--- config.mk ---
export PLATFORM = sky130hd
export DESIGN_NAME = aes_spi_slave
export DESIGN_NICKNAME = d
export VERILOG_FILES = /design/src/rtl/aes_spi_pkg.sv /design/src/rtl/spi_shift_reg.sv /design/src/rtl/aes_spi_slave.sv
export SDC_FILE = /design/constraint.sdc
export NUM_CORES = 1
export LEC_CHECK = 0
export ABC_AREA = 1
export CORE_ASPECT_RATIO = 0.5
export CORE_MARGIN = 5
export CORE_UTILIZATION = 45
export CTS_CLUSTER_DIAMETER = 80
export DETAILED_ROUTE_END_ITERATION = 8
export PLACE_DENSITY = 0.79
export SETUP_SLACK_MARGIN = 0.02
export SLEW_MARGIN = 10
export SYNTH_ARGS = -nofsm -noshare
export SYNTH_HDL_FRONTEND = slang
export SYNTH_SLANG_ARGS = --single-unit
export TNS_END_PERCENT = 10
--- constraint.sdc ---
create_clock -name clk -period 2.05 [get_ports clk]
set_input_delay 0.5125 -clock clk [delete_from_list [all_inputs] [get_ports clk]]
set_output_delay 0.5125 -clock clk [all_outputs]
set_load 0.03 [all_outputs]
--- src/rtl/aes_spi_pkg.sv ---
// Shared types and constants for the AES SPI slave.
// No logic; no latency; no backpressure.
// Holds the FSM state encoding, the AES block width and the default counter width.
package aes_spi_pkg;
    localparam int AES_BLOCK_W   = 128;
    localparam int CNT_W_DEFAULT = 8;

    typedef enum logic [2:0] {
        IDLE    = 3'd0,
        SHIFT_D = 3'd1,
        SHIFT_K = 3'd2,
        HOLD    = 3'd3,
        ERR     = 3'd4
    } spi_state_t;
endpackage

--- src/rtl/spi_shift_reg.sv ---
// Serial-in shift register with parallel load and combinational MSB tap.
// Latency: one clk per shifted bit; the MSB tap is combinational.
// No backpressure: shifts whenever shift_en is high, and load_en wins over shift_en.
module spi_shift_reg #(
    parameter int WIDTH = 128
) (
    input  logic             clk,
    input  logic             rst,
    input  logic             shift_en,
    input  logic             load_en,
    input  logic [WIDTH-1:0] load_dat,
    input  logic             sin,
    output logic [WIDTH-1:0] q,
    output logic             msb
);
    always_ff @(posedge clk or negedge rst) begin
        if (!rst) begin
            q <= '0;
        end else if (load_en) begin
            q <= load_dat;
        end else if (shift_en) begin
            q <= {q[WIDTH-2:0], sin};
        end
    end

    assign msb = q[WIDTH-1];
endmodule

--- src/rtl/aes_spi_slave.sv ---
// SPI slave that receives AES data blocks on cs1 and keys on cs2; optional readback via AES_SPI_READBACK_EN.
// Latency: frame registers update, and valid pulses, one clk after the last bit is sampled.
// No backpressure: the master owns the clock and the selects; a frame aborts when its select is released early.
module aes_spi_slave
    import aes_spi_pkg::*;
#(
    parameter int WIDTH = AES_BLOCK_W,
    parameter int CNT_W = CNT_W_DEFAULT
) (
    input  logic             clk,
    input  logic             rst,
    input  logic             cs1,
    input  logic             cs2,
    input  logic             mosi,
`ifdef AES_SPI_READBACK_EN
    input  logic [WIDTH-1:0] result_in,
    input  logic             result_load,
`endif
    output logic             misod,
    output logic             misok,
    output logic [WIDTH-1:0] data_out,
    output logic [WIDTH-1:0] key_out,
    output logic             data_valid,
    output logic             key_valid,
    output logic             busy,
    output logic             err
);
    localparam logic [CNT_W-1:0] LAST = CNT_W'(WIDTH - 1);

    spi_state_t       state, state_nxt;
    logic [CNT_W-1:0] cnt, cnt_nxt;
    logic             go_d, go_k, err_set, last_bit;
    logic             chan_k, pend_d, pend_k;
    logic             ld_en;
    logic [WIDTH-1:0] ld_dat, dsr, ksr;

`ifdef AES_SPI_READBACK_EN
    // Only a quiet IDLE may load, so the load can never collide with a shift.
    assign ld_en  = result_load && (state == IDLE) && cs1 && cs2;
    assign ld_dat = result_in;
`else
    assign ld_en  = 1'b0;
    assign ld_dat = '0;
`endif

    assign last_bit = (cnt == LAST);
    assign busy     = (state == SHIFT_D) || (state == SHIFT_K);

    always_comb begin
        state_nxt = state;
        cnt_nxt   = cnt;
        go_d      = 1'b0;
        go_k      = 1'b0;
        err_set   = 1'b0;
        case (state)
            IDLE: begin
                if (!cs1 && !cs2) begin
                    state_nxt = ERR;
                    err_set   = 1'b1;
                end else begin
                    go_d = !cs1;
                    go_k = !cs2;
                end
            end
            SHIFT_D, SHIFT_K: begin
                if (!cs1 && !cs2) begin
                    state_nxt = ERR;
                    err_set   = 1'b1;
                    cnt_nxt   = '0;
                end else if ((state == SHIFT_D) ? cs1 : cs2) begin
                    state_nxt = IDLE;
                    cnt_nxt   = '0;
                end else begin
                    go_d = (state == SHIFT_D);
                    go_k = (state == SHIFT_K);
                end
            end
            HOLD: begin
                if (!cs1 && !cs2) begin
                    state_nxt = ERR;
                    err_set   = 1'b1;
                end else if (chan_k ? cs2 : cs1) begin
                    state_nxt = IDLE;
                end
            end
            ERR: begin
                if (cs1 && cs2) state_nxt = IDLE;
            end
            default: begin
                state_nxt = IDLE;
                cnt_nxt   = '0;
            end
        endcase

        // The edge that leaves IDLE already samples the first bit.
        if (go_d || go_k) begin
            if (last_bit) begin
                state_nxt = HOLD;
                cnt_nxt   = '0;
            end else begin
                state_nxt = go_d ? SHIFT_D : SHIFT_K;
                cnt_nxt   = cnt + CNT_W'(1);
            end
        end
    end

    always_ff @(posedge clk or negedge rst) begin
        if (!rst) begin
            state      <= IDLE;
            cnt        <= '0;
            chan_k     <= 1'b0;
            pend_d     <= 1'b0;
            pend_k     <= 1'b0;
            data_out   <= '0;
            key_out    <= '0;
            data_valid <= 1'b0;
            key_valid  <= 1'b0;
            err        <= 1'b0;
        end else begin
            state      <= state_nxt;
            cnt        <= cnt_nxt;
            if (go_d || go_k) chan_k <= go_k;
            pend_d     <= go_d && last_bit;
            pend_k     <= go_k && last_bit;
            data_valid <= pend_d;
            key_valid  <= pend_k;
            err        <= err_set;
            if (pend_d) data_out <= dsr;
            if (pend_k) key_out  <= ksr;
        end
    end

    spi_shift_reg #(.WIDTH(WIDTH)) u_data_sr (
        .clk      (clk),
        .rst      (rst),
        .shift_en (go_d),
        .load_en  (ld_en),
        .load_dat (ld_dat),
        .sin      (mosi),
        .q        (dsr),
        .msb      (misod)
    );

    spi_shift_reg #(.WIDTH(WIDTH)) u_key_sr (
        .clk      (clk),
        .rst      (rst),
        .shift_en (go_k),
        .load_en  (1'b0),
        .load_dat ('0),
        .sin      (mosi),
        .q        (ksr),
        .msb      (misok)
    );
endmodule

==> impl_metrics.tcl, run 1 <==
set metrics [dict create \
    status "finished clean" \
    start_util_pct 45.4 \
    drc_errors 0 \
    cp_cell_sequence "nand2_2 > nor3b_4 > buf_6" \
    drive_gt1_share_pct 8.99 \
    die_h_um 158 \
    rr_endpoint "state[0]" \
    rr_startpoint "cnt[0]" \
    cts_sinks 529 \
    syn_area_per_cell_um2 10.1 \
    worst_slack_ps 89.0 \
    fin_nets 2218 \
    synth_cells 1951 \
    cts_buffers 47 \
    max_freq_mhz 510 \
    antenna_left 0 \
    relSlewSlack_pct 66.6 \
    finalMaxSlewViolations 0 \
    leakage_nw 12.7 \
    worst_pin_slew_ps 501 \
    critPathLaunch "state[1]" \
    core_area_um2 43400 \
    fin_crit_ps 1960 \
    syn-num-nets 1957 \
    synth_cell_types 25 \
    gp_congestion 0.785 \
    wirelength_um 42700 \
    drv_cap 0 \
    grt_pass1_wl_um 70700 \
    wl_per_cell_um 15.0 \
    cts_root_buf "clkbuf_16" \
    ys_ff_latch 529 \
    dp_slack_ps -30.7 \
    timing.final.crit_share_pct 95.7 \
    drtIter0Drc 823 \
    clk_path_buf_depth 3 \
    viasPerCell 4.81 \
    antennaDiodeCount 0 \
    setup_tns_ps 0 \
    endpoint_kind "output port" \
    p_total_mw 21.3 \
    required_ps 1540 \
    cts_tree "built" \
    path_class "flip-flop to output port" \
    yosysSeqAreaShare_pct 67.3 \
    io_pins 267 \
    synth_flop_cell "dfrtp_1" \
    htree_levels 2 \
    grt.overflow.total 0 \
    insertion_delay_ps 560 \
    cpMaxStageDelayCell "dfrtp_1" \
    endpoint "busy" \
    first_pass_iters 5 \
    rows 54 \
    die-area_um2 48300 \
    setup_violations 0 \
    hold_viol_final 0 \
    startpoint_type "flip-flop" \
    clk_pin_slew_worst_paths_ps 70 \
    skew_ps 22.2 \
    final_util_pct 56.5 \
    grt_setup_unrepaired "no" \
    area_growth_pct 24.6 \
    critPathMaxStageDelay_ps 410 \
    yosys_warnings 0 \
    dpl.hpwl_um 29000 \
    rr_worst_depth 7 \
    final_common_cell "dfrtp_1" \
    track_usage_pct 17.6 \
    post_cts_buffers 0 \
    portBuffers 266 \
    antenna_found_initial 0 \
    async_flop_share_pct 100 \
    p_per_area_nw_per_um2 867 \
    grt_pass1_vias 13800 \
    rrSetupSlack_ps 470 \
    synth-edff-count 0 \
    arrival_ps 1450 \
    die_w_um 306 \
    hold_path.class "input port to async pin" \
    via_count 13600 \
    critPathMaxFanout 3 \
    final_cell_mix "dfrtp_1, nand2_1, dlygate4sd2_1" \
    grt_max_degree 109 \
    peakVddDrop_mv 0.531 \
    syn_area_um2 19700 \
]
[what timing repair did]
item	4_1_cts	5_1_grt
hold endpoints to repair	28	0
setup endpoints to repair	262	1
resized for setup	262	4
hold buffers	1	0
[critical path, delay by kind of cell, from the launching register on]
| kind | cells | cell delay, ps |
|---|---|---|
| DFF | 1 | 410 |
| and+or+nand+nor | 2 | 310 |
| buffers and inverters | 1 | 160 |
[synth_stat cells, types with 2 or more instances]
library cell	instances	area share (%)
clkbuf_1	29	0.55
inv_2	4	0.076
nor2_2	2	0.064
inv_1	213	4.1
o21ai_0	79	2.0
buf_6	4	0.23
nand4_1	3	0.095
dfrtp_1	529	67
nand2_2	2	0.064
buf_2	64	1.6
o211ai_1	2	0.076
buf_1	9	0.17
nand3_1	14	0.36
mux2_2	52	3.0
a21oi_1	204	5.2
buf_4	2	0.076
nor2_1	218	4.2
o21ai_1	133	3.4
nand2_1	382	7.3
[power breakdown]
group / switching [mW] / total (mW) / internal [mW]
registers: 0.196 / 10.9 / 10.7
clock network: 3.91 / 9.14 / 5.23
logic: 0.839 / 1.18 / 0.338
[registers in the layout (all words and copies together) (netlist names), 3 cells and up]
signal and count:
key_out 128, state 3, cnt 8, data_out 128, u_data_sr.q 128, u_key_sr.q 128
[cell families after synthesis]
group	Yosys count	synth area share (%)
and+or+nand+nor	625	12.2
DFF	529	67.3
AOI/OAI and AO/OA	418	10.7
muxes	52	2.98
xor gates and xnor gates	1	0.0445
buffers and inverters	325	6.80
adders and majority gates	1	0.0636
[cell type report]
type                    instances  area [um^2]
clock inverters                21          243
clock buffers                  64         1370
inverters                     217          815
fillers                      3682        18900
well taps                     588          736
repair buffers                320         2980
multi-input cells            1097         5130
flip-flops and latches        529        13200
[how the worst min path moves through the flow]
stage	startpoint	to	slack, ps	cells past startpoint
after floorplan	rst	chan_k	220	0
after global placement	rst	data_out[32]	450	1
after detailed placement	rst	data_out[32]	460	1
after CTS	rst	data_out[32]	460	2
after global routing	rst	data_out[32]	460	2
final	rst	data_out[32]	460	2
[per-layer routing]
layer,track usage [%],vias to the layer above,wire length (um)
met2,32.2,187,22300
met5,0,-,0
met4,6.37,0,1500
met1,21.7,6676,17700
li1,-,6700,-
met3,2.79,85,1220
[stage by stage]
stage	std cells	instance area (um^2)	hold WS, ps
floorplan	1951	19700	217
global placement	2750	23200	454
detailed placement	2750	23200	457
CTS	2836	24500	463
global route	2836	24500	462
finish	2836	24500	456
(Power assumes the default switching activity.)
==> inputs of run 2 (changes only) <==
--- a/config.mk
+++ b/config.mk
@@ -8,10 +8,10 @@
 export ABC_AREA = 1
 export CORE_ASPECT_RATIO = 0.5
 export CORE_MARGIN = 5
-export CORE_UTILIZATION = 45
+export CORE_UTILIZATION = 35
 export CTS_CLUSTER_DIAMETER = 80
 export DETAILED_ROUTE_END_ITERATION = 8
-export PLACE_DENSITY = 0.79
+export PLACE_DENSITY = 0.67
 export SETUP_SLACK_MARGIN = 0.02
 export SLEW_MARGIN = 10
 export SYNTH_ARGS = -nofsm -noshare
==> run 2 against run 1 <==
  * Fmax down 1.9%
  * Clock skew up 1.6 ps
  * Die area up 27%
  * Count of clock-buffer cells in the layout up 8
  * Register-to-register slack worse by 40 ps
  * Worst hold slack worse by 57 ps
  * Core utilization down 12 points
  * Non-clock buffer count down 8
  * Routed wire length up 2.3%
  * Sequential cell count unchanged
  * Largest cell class unchanged
  * Largest power group unchanged
==> impl_metrics.tcl, run 2 (same netlist as run 1, synthesis figures left out) <==
set metrics [dict create \
    status "finished clean" \
    dp_cells 2910 \
    via_count 13400 \
    grt_pass1_wl_um 72200 \
    leakage_nw 12.7 \
    core_area_um2 55600 \
    path_class "flip-flop to output port" \
    io_pins 267 \
    dpl.hpwl_um 30000 \
    final_common_cell "dfrtp_1" \
    final_cells 2997 \
    rrSetupSlack_ps 430 \
    required_ps 1540 \
    wirelength_um 43600 \
    hold_viol_final 0 \
    rows 61 \
    post_cts_buffers 0 \
    first_pass_iters 4 \
    grt_setup_unrepaired "yes" \
    rr_worst_depth 5 \
    cp_top_family "flip-flops" \
    drv_cap 0 \
    pwr-share-seq_pct 51.6 \
    cpMaxStageDelayCell "dfrtp_1" \
    p_per_area_nw_per_um2 858 \
    die_h_um 178 \
    skew_ps 23.8 \
    cts_sinks 529 \
    die-area_um2 61300 \
    drc_errors 0 \
    max_freq_mhz 500 \
    cts_root_buf "clkbuf_16" \
    timing.final.crit_share_pct 97.5 \
    worst_pin_slew_ps 596 \
    clkPwrFrac_pct 42.8 \
    track_usage_pct 14.3 \
    die_w_um 345 \
    gp_congestion 0.789 \
    antenna_left 0 \
    area_growth_pct 25.7 \
    grt.overflow.total 0 \
    clk_pin_slew_worst_paths_ps 70 \
    start_util_pct 35.4 \
    grt_max_degree 87 \
    portBuffers 266 \
    antennaDiodeCount 0 \
    power_switching_mw 4.96 \
    cts_tree "built" \
    final_cell_mix "dfrtp_1, nand2_1, dlygate4sd2_1" \
    final_util_pct 44.5 \
    relSlewSlack_pct 60.3 \
    peakVddDrop_mv 0.521 \
    arrival_ps 1490 \
    netSwitchingFraction_pct 23.4 \
    cp_num_buf_inv 1 \
    rr_endpoint "u_key_sr.q[66]" \
    grt_pass1_vias 13700 \
    htree_levels 2 \
    finalMaxSlewViolations 0 \
    p_int_mw 16.2 \
    rr_startpoint "state[2]" \
    setup_violations 0 \
    cp_cell_sequence "nor3b_4 > buf_6" \
    critPathMaxStageDelay_ps 460 \
    critPathMaxFanout 6 \
    drtIter0Drc 861 \
    p_comb_share_pct 5.6 \
    cts_buffers 49 \
    antenna_found_initial 0 \
    insertion_delay_ps 570 \
    endpoint_kind "output port" \
    drive_gt1_share_pct 8.57 \
    startpoint_type "flip-flop" \
    clk_path_buf_depth 3 \
    hold_path.class "input port to async pin" \
    fin_crit_ps 2000 \
    wl_per_cell_um 14.6 \
    fin_nets 2212 \
    viasPerCell 4.49 \
]
## run 2: metal layers
layer  GRT usage [%]  part of all wire, %  routed length [um]
met1            17.0                   41               17700
met3            2.58                  3.0                1310
met2            25.9                   52               22900
met5               0                    0                   0
met4            5.66                  4.0                1770
## run 2: final cells by class
class	count	area, um^2
Clock inverter	14	123
Sequential cell	529	13200
Tap cell	756	946
Clock buffer	72	1480
Multi-Input combinational cell	1097	5130
Fill cell	5300	30800
Timing Repair Buffer	312	2980
Inverter	217	815
## run 2: power groups by stage
stage                     clock network [mW]  logic (mW)  registers (mW)
after floorplan                            0       0.695            11.1
after global placement                     0        1.18            11.1
final                                   9.08        1.19            10.9
after detailed placement                   0        1.21            11.1
after global routing                    9.83        1.40            11.0
after CTS                               9.38        1.22            10.9
## run 2: through the flow
| step | power, mW | instance area (um^2) | hold WS [ps] | TNS, ps | worst slack [ps] |
|---|---|---|---|---|---|
| CTS | 21.5 | 24700 | 376 | -11.2 | -11.2 |
| detailed placement | 12.3 | 23400 | 399 | -1900 | -99.9 |
| floorplan | 11.8 | 19700 | 217 | 0 | 352 |
| global route | 22.2 | 24700 | 387 | -19.8 | -19.8 |
| finish | 21.2 | 24700 | 399 | 0 | 50.7 |
| global placement | 12.3 | 23400 | 395 | -1460 | -67.7 |
## run 2: worst max-delay path by stage
stage             start             end  slack [ps]  depth (start not counted)
6_report       state[2]            busy          50                          2
5_1_grt        state[1]            busy         -20                          3
4_1_cts        state[0]            busy         -10                          3
3_5_place_dp        cs1  u_key_sr.q[66]        -100                          7
3_3_place_gp        cs1  u_key_sr.q[63]         -70                          7
2_1_floorplan  state[1]            busy         350                          2
## run 2: what timing repair did
item | CTS | global route
resized for setup | 263 | 2
endpoints found under the hold margin | 19 | 0
setup endpoints to repair | 262 | 1
hold buffers | 1 | 0
==> inputs of run 3 (changes only) <==
--- a/config.mk
+++ b/config.mk
@@ -9,11 +9,12 @@
 export CORE_ASPECT_RATIO = 0.5
 export CORE_MARGIN = 5
 export CORE_UTILIZATION = 35
+export CTS_BUF_LIST = sky130_fd_sc_hd__clkbuf_4 sky130_fd_sc_hd__clkbuf_8
 export CTS_CLUSTER_DIAMETER = 80
 export DETAILED_ROUTE_END_ITERATION = 8
 export PLACE_DENSITY = 0.67
 export SETUP_SLACK_MARGIN = 0.02
-export SLEW_MARGIN = 10
+export SLEW_MARGIN = 40
 export SYNTH_ARGS = -nofsm -noshare
 export SYNTH_HDL_FRONTEND = slang
 export SYNTH_SLANG_ARGS = --single-unit
==> run 3 against run 2 <==
  * Fmax shrank 2.4%
  * Non-clock buffer count is the same
  * Total power is 0.11% higher
  * Final area up 0.39%
  * Critical endpoint unchanged
  * Largest cell class unchanged
  * Largest power group unchanged
==> impl_metrics.tcl, run 3 (same netlist as run 1, synthesis figures left out) <==
set metrics [dict create \
    worst_slack_ps 2.56 \
    gp_congestion 0.789 \
    critPathMaxFanout 3 \
    path_class "flip-flop to output port" \
    critPathMaxStageDelay_ps 400 \
    portBuffers 266 \
    grt_pass1_vias 13800 \
    p_per_area_nw_per_um2 856 \
    insertion_delay_ps 620 \
    endpoint_kind "output port" \
    die_h_um 178 \
    grt_max_degree 87 \
    cts_tree "built" \
    wirelength_um 44100 \
    die_w_um 345 \
    timing.final.crit_share_pct 99.9 \
    final_common_cell "dfrtp_1" \
    p_comb_share_pct 5.6 \
    drtIter0Drc 932 \
    area_growth_pct 26.2 \
    p_total_mw 21.2 \
    htree_levels 3 \
    hold_viol_final 0 \
    clk_path_buf_depth 3 \
    rows 61 \
    final_cells 3046 \
    drive_gt1_share_pct 11.0 \
    die-area_um2 61300 \
    netSwitchingFraction_pct 23.8 \
    pwr-share-seq_pct 51.5 \
    p_int_mw 16.2 \
    cts_sinks 529 \
    startpoint_type "flip-flop" \
    grt_setup_unrepaired "yes" \
    drc_errors 0 \
    max_freq_mhz 488 \
    clkPwrFrac_pct 42.9 \
    cp_num_buf_inv 1 \
    hold_path.class "input port to async pin" \
    antenna_found_initial 0 \
    core_area_um2 55600 \
    io_pins 267 \
    cts_buffers 76 \
    antennaDiodeCount 0 \
    finalMaxSlewViolations 0 \
    setup_violations 0 \
    grt_pass1_wl_um 72300 \
    cp_top_family "flip-flops" \
    via_count 13600 \
    relSlewSlack_pct 60.8 \
    post_cts_buffers 0 \
    track_usage_pct 14.4 \
    required_ps 1540 \
    peakVddDrop_mv 0.404 \
    wl_per_cell_um 14.5 \
    final_cell_mix "dfrtp_1, nand2_1, dlygate4sd2_1" \
    worst_pin_slew_ps 588 \
    clk_pin_slew_worst_paths_ps 70 \
    cp_cell_sequence "nand2_1 > nor3b_4 > buf_6" \
    drv_cap 0 \
    fin_nets 2239 \
    skew_ps 29.4 \
    dp_slack_ps -99.9 \
    antenna_left 0 \
    start_util_pct 35.4 \
    fin_crit_ps 2050 \
    status "finished clean" \
    design_area_um2 24800 \
    first_pass_iters 7 \
    leakage_nw 12.7 \
    cts_root_buf "clkbuf_8" \
    dpl.hpwl_um 30000 \
    arrival_ps 1530 \
    fillerInstances 5309 \
    placed_area_um2 23400 \
    grt.overflow.total 0 \
    viasPerCell 4.48 \
    dp_cells 2910 \
    final_util_pct 44.7 \
    cpMaxStageDelayCell "dfrtp_1" \
    power_switching_mw 5.06 \
]
==> run 3: timing repair <==
action                                 in CTS  in global routing
hold buffers                                1                  0
resized for setup                         282                 12
pin swaps                                   1                  1
setup endpoints to repair                 262                 12
endpoints found under the hold margin      19                  0
==> run 3: through the flow <==
| step | hold WS [ps] | setup TNS [ps] |
|---|---|---|
| after floorplan | 217 | 0 |
| after global placement | 395 | -1460 |
| after detailed placement | 399 | -1900 |
| after CTS | 285 | -80.4 |
| after global routing | 301 | -97.1 |
| final | 345 | 0 |
==> run 3: cell type report <==
| cell class | count | area, um^2 | area share [%] |
|---|---|---|---|
| multi-input cells | 1097 | 5130 | 20.7 |
| flip-flops and latches | 529 | 13200 | 53.4 |
| clock buffers | 120 | 1510 | 6.07 |
| repair buffers | 312 | 3000 | 12.1 |
| clock inverters | 15 | 171 | 0.691 |
| inverters | 217 | 815 | 3.28 |
| well taps | 756 | 946 | 3.81 |
==> run 3: layer usage <==
metal | part of all wire, % | global-route usage (%)
met5 | 0 | 0
met4 | 3.8 | 6.14
met3 | 3.2 | 3.01
met2 | 52 | 25.7
met1 | 41 | 17.0
==> run 3: power by group through the flow <==
stage | logic [mW] | clock network, mW | registers (mW)
floorplan | 0.695 | 0 | 11.1
global placement | 1.18 | 0 | 11.1
detailed placement | 1.21 | 0 | 11.1
CTS | 1.23 | 9.44 | 10.9
global route | 1.40 | 9.92 | 11.0
finish | 1.19 | 9.11 | 10.9
==> run 3: final timing paths <==
check	endpoint	slack, ps	startpoint	cells past startpoint
max	busy	3	state[0]	3
min	data_out[37]	340	rst	2
max reg2reg	u_key_sr.q[66]	430	state[2]	5
min reg2reg	u_data_sr.q[122]	480	u_data_sr.q[122]	2
max in group asynchronous	key_out[29]	850	rst	4
min in group clk	u_data_sr.q[122]	480	u_data_sr.q[122]	2
